--- src/rtl/m_cycle_cpu.sv ---
// Multi-cycle MIPS-subset core: FETCH/DECODE/EXEC/MEM/WB controller around one
// shared request/ready memory port, with terminal HALT (syscall) and TRAP states.
module m_cycle_cpu #(
  parameter logic [31:0] RESET_PC = 32'h0000_0000,
  parameter int unsigned ADDR_W   = 32
) (
  input  logic              clock,
  input  logic              reset,
  output logic              mem_req,
  output logic              mem_we,
  output logic [ADDR_W-1:0] mem_addr,
  output logic [31:0]       mem_wdata,
  input  logic [31:0]       mem_rdata,
  input  logic              mem_ready,
  output logic              retire,
  output logic [31:0]       pc_out,
  output logic              halted,
  output logic              trap
);

  typedef enum logic [2:0] {
    S_FETCH, S_DECODE, S_EXEC, S_MEM, S_WB, S_HALT, S_TRAP
  } state_t;

  localparam logic [5:0] OP_RTYPE = 6'h00, OP_J = 6'h02, OP_BEQ = 6'h04, OP_ADDIU = 6'h09;
  localparam logic [5:0] OP_ORI = 6'h0D, OP_LW = 6'h23, OP_SW = 6'h2B;
  localparam logic [5:0] FN_SLL = 6'h00, FN_SYSCALL = 6'h0C, FN_ADDU = 6'h21, FN_SUBU = 6'h23;
  localparam logic [5:0] FN_AND = 6'h24, FN_OR = 6'h25, FN_SLT = 6'h2A;

  state_t            state_q, state_d;
  logic [31:0]       pc_q, pc_d, ir_q, ir_d, a_q, a_d, b_q, b_d, alu_q, alu_d;
  logic              mem_req_q, mem_req_d, mem_we_q, mem_we_d, retire_q, retire_d;
  logic              halted_q, halted_d, trap_q, trap_d;
  logic [ADDR_W-1:0] mem_addr_q, mem_addr_d;
  logic [31:0]       mem_wdata_q, mem_wdata_d;
  logic [31:0]       gpr_q [32];
  logic              wr_en;
  logic [4:0]        wr_addr;
  logic [31:0]       wr_data;

  logic [5:0]  op, funct;
  logic [4:0]  rs, rt, rd, shamt;
  logic [31:0] imm_sext, imm_zext, ea;
  logic [25:0] target;
  logic        accept;

  assign op       = ir_q[31:26];
  assign rs       = ir_q[25:21];
  assign rt       = ir_q[20:16];
  assign rd       = ir_q[15:11];
  assign shamt    = ir_q[10:6];
  assign funct    = ir_q[5:0];
  assign target   = ir_q[25:0];
  assign imm_sext = {{16{ir_q[15]}}, ir_q[15:0]};
  assign imm_zext = {16'h0000, ir_q[15:0]};
  assign ea       = a_q + imm_sext;
  // mem_ready is only meaningful while a request is actually outstanding
  assign accept   = mem_req_q && mem_ready;

  function automatic logic is_legal(input logic [5:0] o, input logic [5:0] f);
    logic ok;
    ok = 1'b0;
    case (o)
      OP_RTYPE: ok = (f == FN_SLL) || (f == FN_SYSCALL) || (f == FN_ADDU) || (f == FN_SUBU) ||
                     (f == FN_AND) || (f == FN_OR) || (f == FN_SLT);
      OP_J, OP_BEQ, OP_ADDIU, OP_ORI, OP_LW, OP_SW: ok = 1'b1;
      default: ok = 1'b0;
    endcase
    return ok;
  endfunction

  function automatic logic [31:0] rtype_alu(input logic [5:0] f, input logic [31:0] a,
                                            input logic [31:0] b, input logic [4:0] sh);
    logic signed [31:0] as, bs;
    logic [31:0]        r;
    as = a;
    bs = b;
    case (f)
      FN_ADDU: r = a + b;
      FN_SUBU: r = a - b;
      FN_AND:  r = a & b;
      FN_OR:   r = a | b;
      FN_SLT:  r = (as < bs) ? 32'd1 : 32'd0;
      FN_SLL:  r = b << sh;
      default: r = 32'd0;
    endcase
    return r;
  endfunction

  always_comb begin
    state_d = state_q;
    pc_d    = pc_q;
    ir_d    = ir_q;
    a_d     = a_q;
    b_d     = b_q;
    alu_d   = alu_q;
    wr_en   = 1'b0;
    wr_addr = 5'd0;
    wr_data = alu_q;
    case (state_q)
      S_FETCH: if (accept) begin
        ir_d    = mem_rdata;
        pc_d    = pc_q + 32'd4;
        state_d = S_DECODE;
      end
      S_DECODE: begin
        a_d     = gpr_q[rs];
        b_d     = gpr_q[rt];
        state_d = is_legal(op, funct) ? S_EXEC : S_TRAP;
      end
      S_EXEC: case (op)
        OP_RTYPE: if (funct == FN_SYSCALL) state_d = S_HALT;
                  else begin
                    alu_d   = rtype_alu(funct, a_q, b_q, shamt);
                    state_d = S_WB;
                  end
        OP_ADDIU: begin alu_d = ea;              state_d = S_WB; end
        OP_ORI:   begin alu_d = a_q | imm_zext; state_d = S_WB; end
        OP_LW, OP_SW: begin
          alu_d   = ea;
          state_d = (ea[1:0] != 2'b00) ? S_TRAP : S_MEM;
        end
        OP_BEQ: begin
          if (a_q == b_q) pc_d = pc_q + (imm_sext << 2);
          state_d = S_FETCH;
        end
        OP_J: begin
          pc_d    = {pc_q[31:28], target, 2'b00};
          state_d = S_FETCH;
        end
        default: state_d = S_TRAP;
      endcase
      S_MEM: if (accept) begin
        if (op == OP_LW) begin
          alu_d   = mem_rdata;
          state_d = S_WB;
        end else begin
          state_d = S_FETCH;
        end
      end
      S_WB: begin
        wr_en   = 1'b1;
        wr_addr = (op == OP_RTYPE) ? rd : rt;
        state_d = S_FETCH;
      end
      default: state_d = state_q;
    endcase
  end

  // Port and status outputs are registered, derived from the state being entered
  always_comb begin
    mem_req_d   = (state_d == S_FETCH) || (state_d == S_MEM);
    mem_we_d    = (state_d == S_MEM) && (op == OP_SW);
    mem_addr_d  = mem_addr_q;
    mem_wdata_d = mem_wdata_q;
    if (state_d == S_FETCH) mem_addr_d = pc_d[ADDR_W-1:0];
    else if (state_d == S_MEM) mem_addr_d = alu_d[ADDR_W-1:0];
    if (mem_we_d) mem_wdata_d = b_q;
    retire_d = (state_d == S_WB) ||
               (((state_q == S_EXEC) || (state_q == S_MEM)) && (state_d == S_FETCH));
    halted_d = (state_d == S_HALT);
    trap_d   = (state_d == S_TRAP);
  end

  always_ff @(posedge clock or posedge reset) begin
    if (reset) begin
      state_q     <= S_FETCH;
      pc_q        <= RESET_PC;
      ir_q        <= '0;
      a_q         <= '0;
      b_q         <= '0;
      alu_q       <= '0;
      mem_req_q   <= 1'b0;
      mem_we_q    <= 1'b0;
      mem_addr_q  <= '0;
      mem_wdata_q <= '0;
      retire_q    <= 1'b0;
      halted_q    <= 1'b0;
      trap_q      <= 1'b0;
      for (int i = 0; i < 32; i++) gpr_q[i] <= '0;
    end else begin
      state_q     <= state_d;
      pc_q        <= pc_d;
      ir_q        <= ir_d;
      a_q         <= a_d;
      b_q         <= b_d;
      alu_q       <= alu_d;
      mem_req_q   <= mem_req_d;
      mem_we_q    <= mem_we_d;
      mem_addr_q  <= mem_addr_d;
      mem_wdata_q <= mem_wdata_d;
      retire_q    <= retire_d;
      halted_q    <= halted_d;
      trap_q      <= trap_d;
      // $0 is never written, so it keeps its reset value of zero
      if (wr_en && (wr_addr != 5'd0)) gpr_q[wr_addr] <= wr_data;
    end
  end

  assign mem_req   = mem_req_q;
  assign mem_we    = mem_we_q;
  assign mem_addr  = mem_addr_q;
  assign mem_wdata = mem_wdata_q;
  assign retire    = retire_q;
  assign pc_out    = pc_q;
  assign halted    = halted_q;
  assign trap      = trap_q;

endmodule

--- config.mk ---
export PLATFORM = sky130hd
export DESIGN_NAME = m_cycle_cpu
export DESIGN_NICKNAME = d
export VERILOG_FILES = /design/src/rtl/m_cycle_cpu.sv
export SDC_FILE = /design/constraint.sdc
export NUM_CORES = 2
export LEC_CHECK = 0
export ABC_CLOCK_PERIOD_IN_PS = 48500
export BUFFER_PORTS_ARGS = -buffer_cell sky130_fd_sc_hd__buf_2
export CORE_MARGIN = 1.5
export CORE_UTILIZATION = 51
export DETAILED_ROUTE_END_ITERATION = 10
export GPL_ROUTABILITY_DRIVEN = 0
export PLACE_DENSITY_LB_ADDON = 0.1
export SLEW_MARGIN = 10
export SYNTH_ARGS = -nofsm -noshare
export SYNTH_HDL_FRONTEND = slang
export SYNTH_SLANG_ARGS = --single-unit
--- constraint.sdc ---
create_clock -name clock -period 48.5 [get_ports clock]
set_clock_uncertainty 0.05 [all_clocks]
set_input_delay 7.275 -clock clock [delete_from_list [all_inputs] [get_ports clock]]
set_output_delay 7.275 -clock clock [all_outputs]
set_load 0.01 [all_outputs]
# == Word-level counts from Yosys, hierarchy flattened ==
# Cells that the tools add are included.
# totals
wordCells,145
output_inout_bits,101
in_bits,35
register_bits,1256
# classes
shift,1
n_eq_ne,21
n_lt_le_gt_ge,5
muxes,35
n_reduce_logical,27
n_addsub,5
bitwise,6
# op_table
cell,count
$bwmux W1024,1
$mux W32,12
$bmux W32 S5,2
$pmux W32 S2,3
$pmux W32 S6,1
$demux W32 S5,1
$add A32 B32 Y32,3
$pmux W32 S3,1
$eq A6 B6 Y1 const B,7
$add A32 B3 Y32 const B,1
$and A32 B32 Y32,1
$eq A32 B32 Y1,1
$lt A32 B32 Y1,1
$or A32 B16 Y32,1
$or A32 B32 Y32,1
$shl A32 B5 Y32,1
$sub A32 B32 Y32,1
$eq A6 B4 Y1 const B,3
$ge A6 B6 Y1 const B,3
$not A5 Y6,3
$mux W3,5
$pmux W3 S5,1
$eq A3 B3 Y1 const B,4
$logic_not A6 Y1,2
other kinds (18),40

# == Depth between registers and ports, before layout ==
# depth
word_depth,14
mapped_depth,16
depth_no_buf,15

# == Worst setup path before layout ==
# No wires, ideal clock.
# synth_path
path_kind,input-to-reg
start,input mem_ready
end,register mem_addr_q[25] (netlist: mem_addr[25])
setup_time_ns,0.126
path_slack_ns,38.833
path_buffers,2
required_ns,48.324
arrival_time_ns,9.491
path_stages,12
cell_sequence,and2_1 -> clkbuf_1 -> nand4_1 -> or2_1 -> clkbuf_1 -> or4_1 -> nor3_1 -> nand3_1 -> o21a_1 -> o22ai_1 -> a31oi_1 -> a221o_1
# synth_between
word_cells_on_any_way,13
classes_between,1 x eq/ne; 9 x mux; 3 x reduce/logical
# synth_rtl
item,line_no,source
start: declaration,14,"input logic mem_ready,"
$logic_and A1 B1 Y1,58,assign accept = mem_req_q && mem_ready;
$mux W32,101,S_FETCH: if (accept) begin
$pmux W32 S2,100,case (state_q)
via pc_d[25],31,"logic [31:0] pc_q, pc_d, ir_q, ir_d, a_q, a_d, b_q, b_d, alu_q, alu_d;"
$mux W32,156,if (state_d == S_FETCH) mem_addr_d = pc_d[ADDR_W-1:0];
end signal: assignment,190,mem_addr_q <= mem_addr_d;
end: declaration,34,"logic [ADDR_W-1:0] mem_addr_q, mem_addr_d;"
# The timed path passes the listed nets, and every way through them passes these cells. The select of a mux whose other input is x is not followed.
# A chain may end at the register's enable or synchronous reset.

==> out/metrics.csv <==
metric,value,unit
status,"finished, final reports clean",
path_max_fanout,95,
power.leakage,36.9,nW
insertion_delay,810,ps
critPathLaunch,reset,
relSlewSlack,11.7,%
reg2reg_setup_slack,42630,ps
port_buffers,135,
clockBufferDepth,3,
synth_warnings,0,
die_w,386,microns
crit_slowest_cell,buf_4,
ir_worst_vdd,0.0000483,V
topRoutingLayerUsed,met5,
place_hpwl,163,mm
synth_area_leaders,"dfrtp_1 (42%), mux4_2 (20%), mux2_2 (16%), ha_1 (3.0%), clkbuf_1 (1.9%)",
synth-edff-count,0,
cts-root-buf,clkbuf_16,
synth_ff_type,dfrtp_1,
synthMuxAreaShare,37.2,%
design_area,82300,sq um
area_growth,10.1,%
yosysUniqueCellTypes,101,
grt_pass1_vias,51838,
syn_inst,5728,
nFillCells,11871,
worstHoldStart,gpr_q[992],
grt-ovfl-total,0,
layout.nets,5842,
dieHeight,386,microns
grt_max_degree,180,
placementRows,140,
worst_slew_pin_slew,1320,ps
drv_cap,0,
critical_path_buf_inv_count,7,
max_stage_delay,870,ps
dpl_cell_area,77200,sq um
drc,0,
placedCellCount,7393,
cp.arrival,12000,ps
wl_met1,107,mm
layout_commonest_cell,dfrtp_1,
synth.ff_latch_count,1256,
grt_use_total,35.3,%
core,146000,sq um
ys_seq_area_share,42.0,%
vias,53605,
path_delay_family,buffers and inverters,
firstDrtPassIters,8,
synth_xor_xnor_area_share,0.703,%
finalWirelength,262,mm
drv_slew,0,
synth_area_per_cell,13.1,sq um
hold_buffers,0,
dr_wl_met3,24.8,mm
synth-adder-area-share,3.14,%
holdPathEnd,gpr_q[992],
start_util,51.4,%
fin_cells,7657,
wire_per_inst,34.2,microns
timing.rr.end,mem_addr[22],
via_per_inst,7.00,
synthArstFlopShare,100,%
finalCritPeriodShare,23.3,%
synth-simple-area-share,4.87,%
antenna_found_initial,10,
crit_chain,buf_2 -> inv_8 -> buf_4 -> buf_4 -> buf_4 -> buf_4 -> buf_4,
final_core_util,56.5,%
ff2ff_path_depth,12,
critPathRequiredTime,49210,ps
hold_path_depth,0,
finalPower,5.14,mW
cp-start-kind,input port,
synth-compound-area-share,8.47,%
powerDensity,62.5,nW/um^2
reg2reg_from,b_q[13],
end_kind,async pin,
fmax,0.0886,GHz
grt_pass1_wl,377,mm
cts_buffers,144,
cts.clk_slew.worst_paths,60,ps
worst_path_most_repeated_cell,buf_4,
synth_top_family_by_area,multiplexers,
synth_area,74800,sq um
yosys.area.top_type,dfrtp_1,
finalSetupViolations,0,
drtIter0Drc,6465,
worstSetupPathType,input port to async pin,
setup_tns,0,ps
met2_length,116,mm
period_needed,11280,ps
ant_nets,0,
final_cell_mix,"dfrtp_1 (1243), mux2_2 (1034), mux4_2 (671)",
netlist.area_leader.share,42.0,%
min_path_type,register to register,
die_area,149000,sq um
clkSinkCount,1256,
postCtsSetupBuffers,0,
syn_nets,5948,
cts_tree,built,
htree_levels,4,
hold_viol,0,
ios,136,
drive_above_1_share,40.7,%
cts.repair.resized,0,
rsz0062_at_grt,no,
power breakdown:
group | switching, mW | internal, mW | leakage [nW] | total (mW)
logic | 1.54 | 0.941 | 17.4 | 2.48
registers | 0.307 | 1.20 | 17.1 | 1.50
clock network | 0.476 | 0.684 | 2.45 | 1.16
total | 2.32 | 2.82 | 36.9 | 5.14
per-stage QoR:
| stage | setup WS (ps) | hold WS, ps |
|---|---|---|
| after global placement | 36290 | 326 |
| after floorplan | 5780 | 391 |
| after CTS | 37070 | 346 |
| after global routing | 36520 | 355 |
| final | 37220 | 343 |
| after detailed placement | 36220 | 334 |
routing by layer:
layer  GRT usage (%)  vias up
li1                -    21781
met1            49.5    28354
met2            52.1     2815
met3            8.09      649
met4            16.7        6
met5               0        -
registers in the layout, summed over array words and instances (netlist names):
name,flops
trap,1
alu_q,32
mem_req,1
mem_wdata,32
a_q,32
retire,1
halted,1
pc_out,32
b_q,32
gpr_q,1024
state_q,3
mem_addr,32
ir_q,32
mem_we,1
kinds of logic (layout without fill, tap and decap cells):
kind of cell	after synthesis	after routing
xor gates and xnor gates	60	60
buffers and inverters	682	691
and+or+nand+nor	787	787
muxes	1810	1810
DFF	1256	1256
adders and majority gates	185	185
other	0	3
AOI/OAI and AO/OA	948	948
synth_stat cells (30+ instances only):
library cell and instances:
a22oi_1 30, a221o_1 30, ha_1 181, a31oi_1 33
a21o_1 59, buf_2 63, o21ai_0 205, buf_1 93
nand2_1 254, mux2_2 1034, xnor2_1 46, nor2_1 254
nand3_1 54, nor3_1 52, inv_1 141, clkbuf_1 371
dfrtp_1 1256, mux2i_1 102, mux4_2 671, a221oi_1 50
a21oi_1 268
worst max path at each step:
stage	endpoint	slack, ps	cells past startpoint
floorplan	a_q[0]	5780	1
global placement	gpr_q[767]	36290	7
detailed placement	gpr_q[1023]	36220	7
CTS	gpr_q[639]	37070	7
global route	gpr_q[511]	36520	7
finish	gpr_q[511]	37220	7
final cells by class:
type / count / area (sq um) / share of cell area (%)
multi-input cells: 3790 / 40900 / 49.7
flip-flops and latches: 1256 / 31500 / 38.2
clock buffers: 202 / 4190 / 5.10
well taps: 1917 / 2400 / 2.91
repair buffers: 283 / 1860 / 2.26
clock inverters: 59 / 865 / 1.05
inverters: 147 / 561 / 0.681
diodes: 3 / 7.51 / 0.00912
No activity file was read; power rests on OpenSTA's default activity.
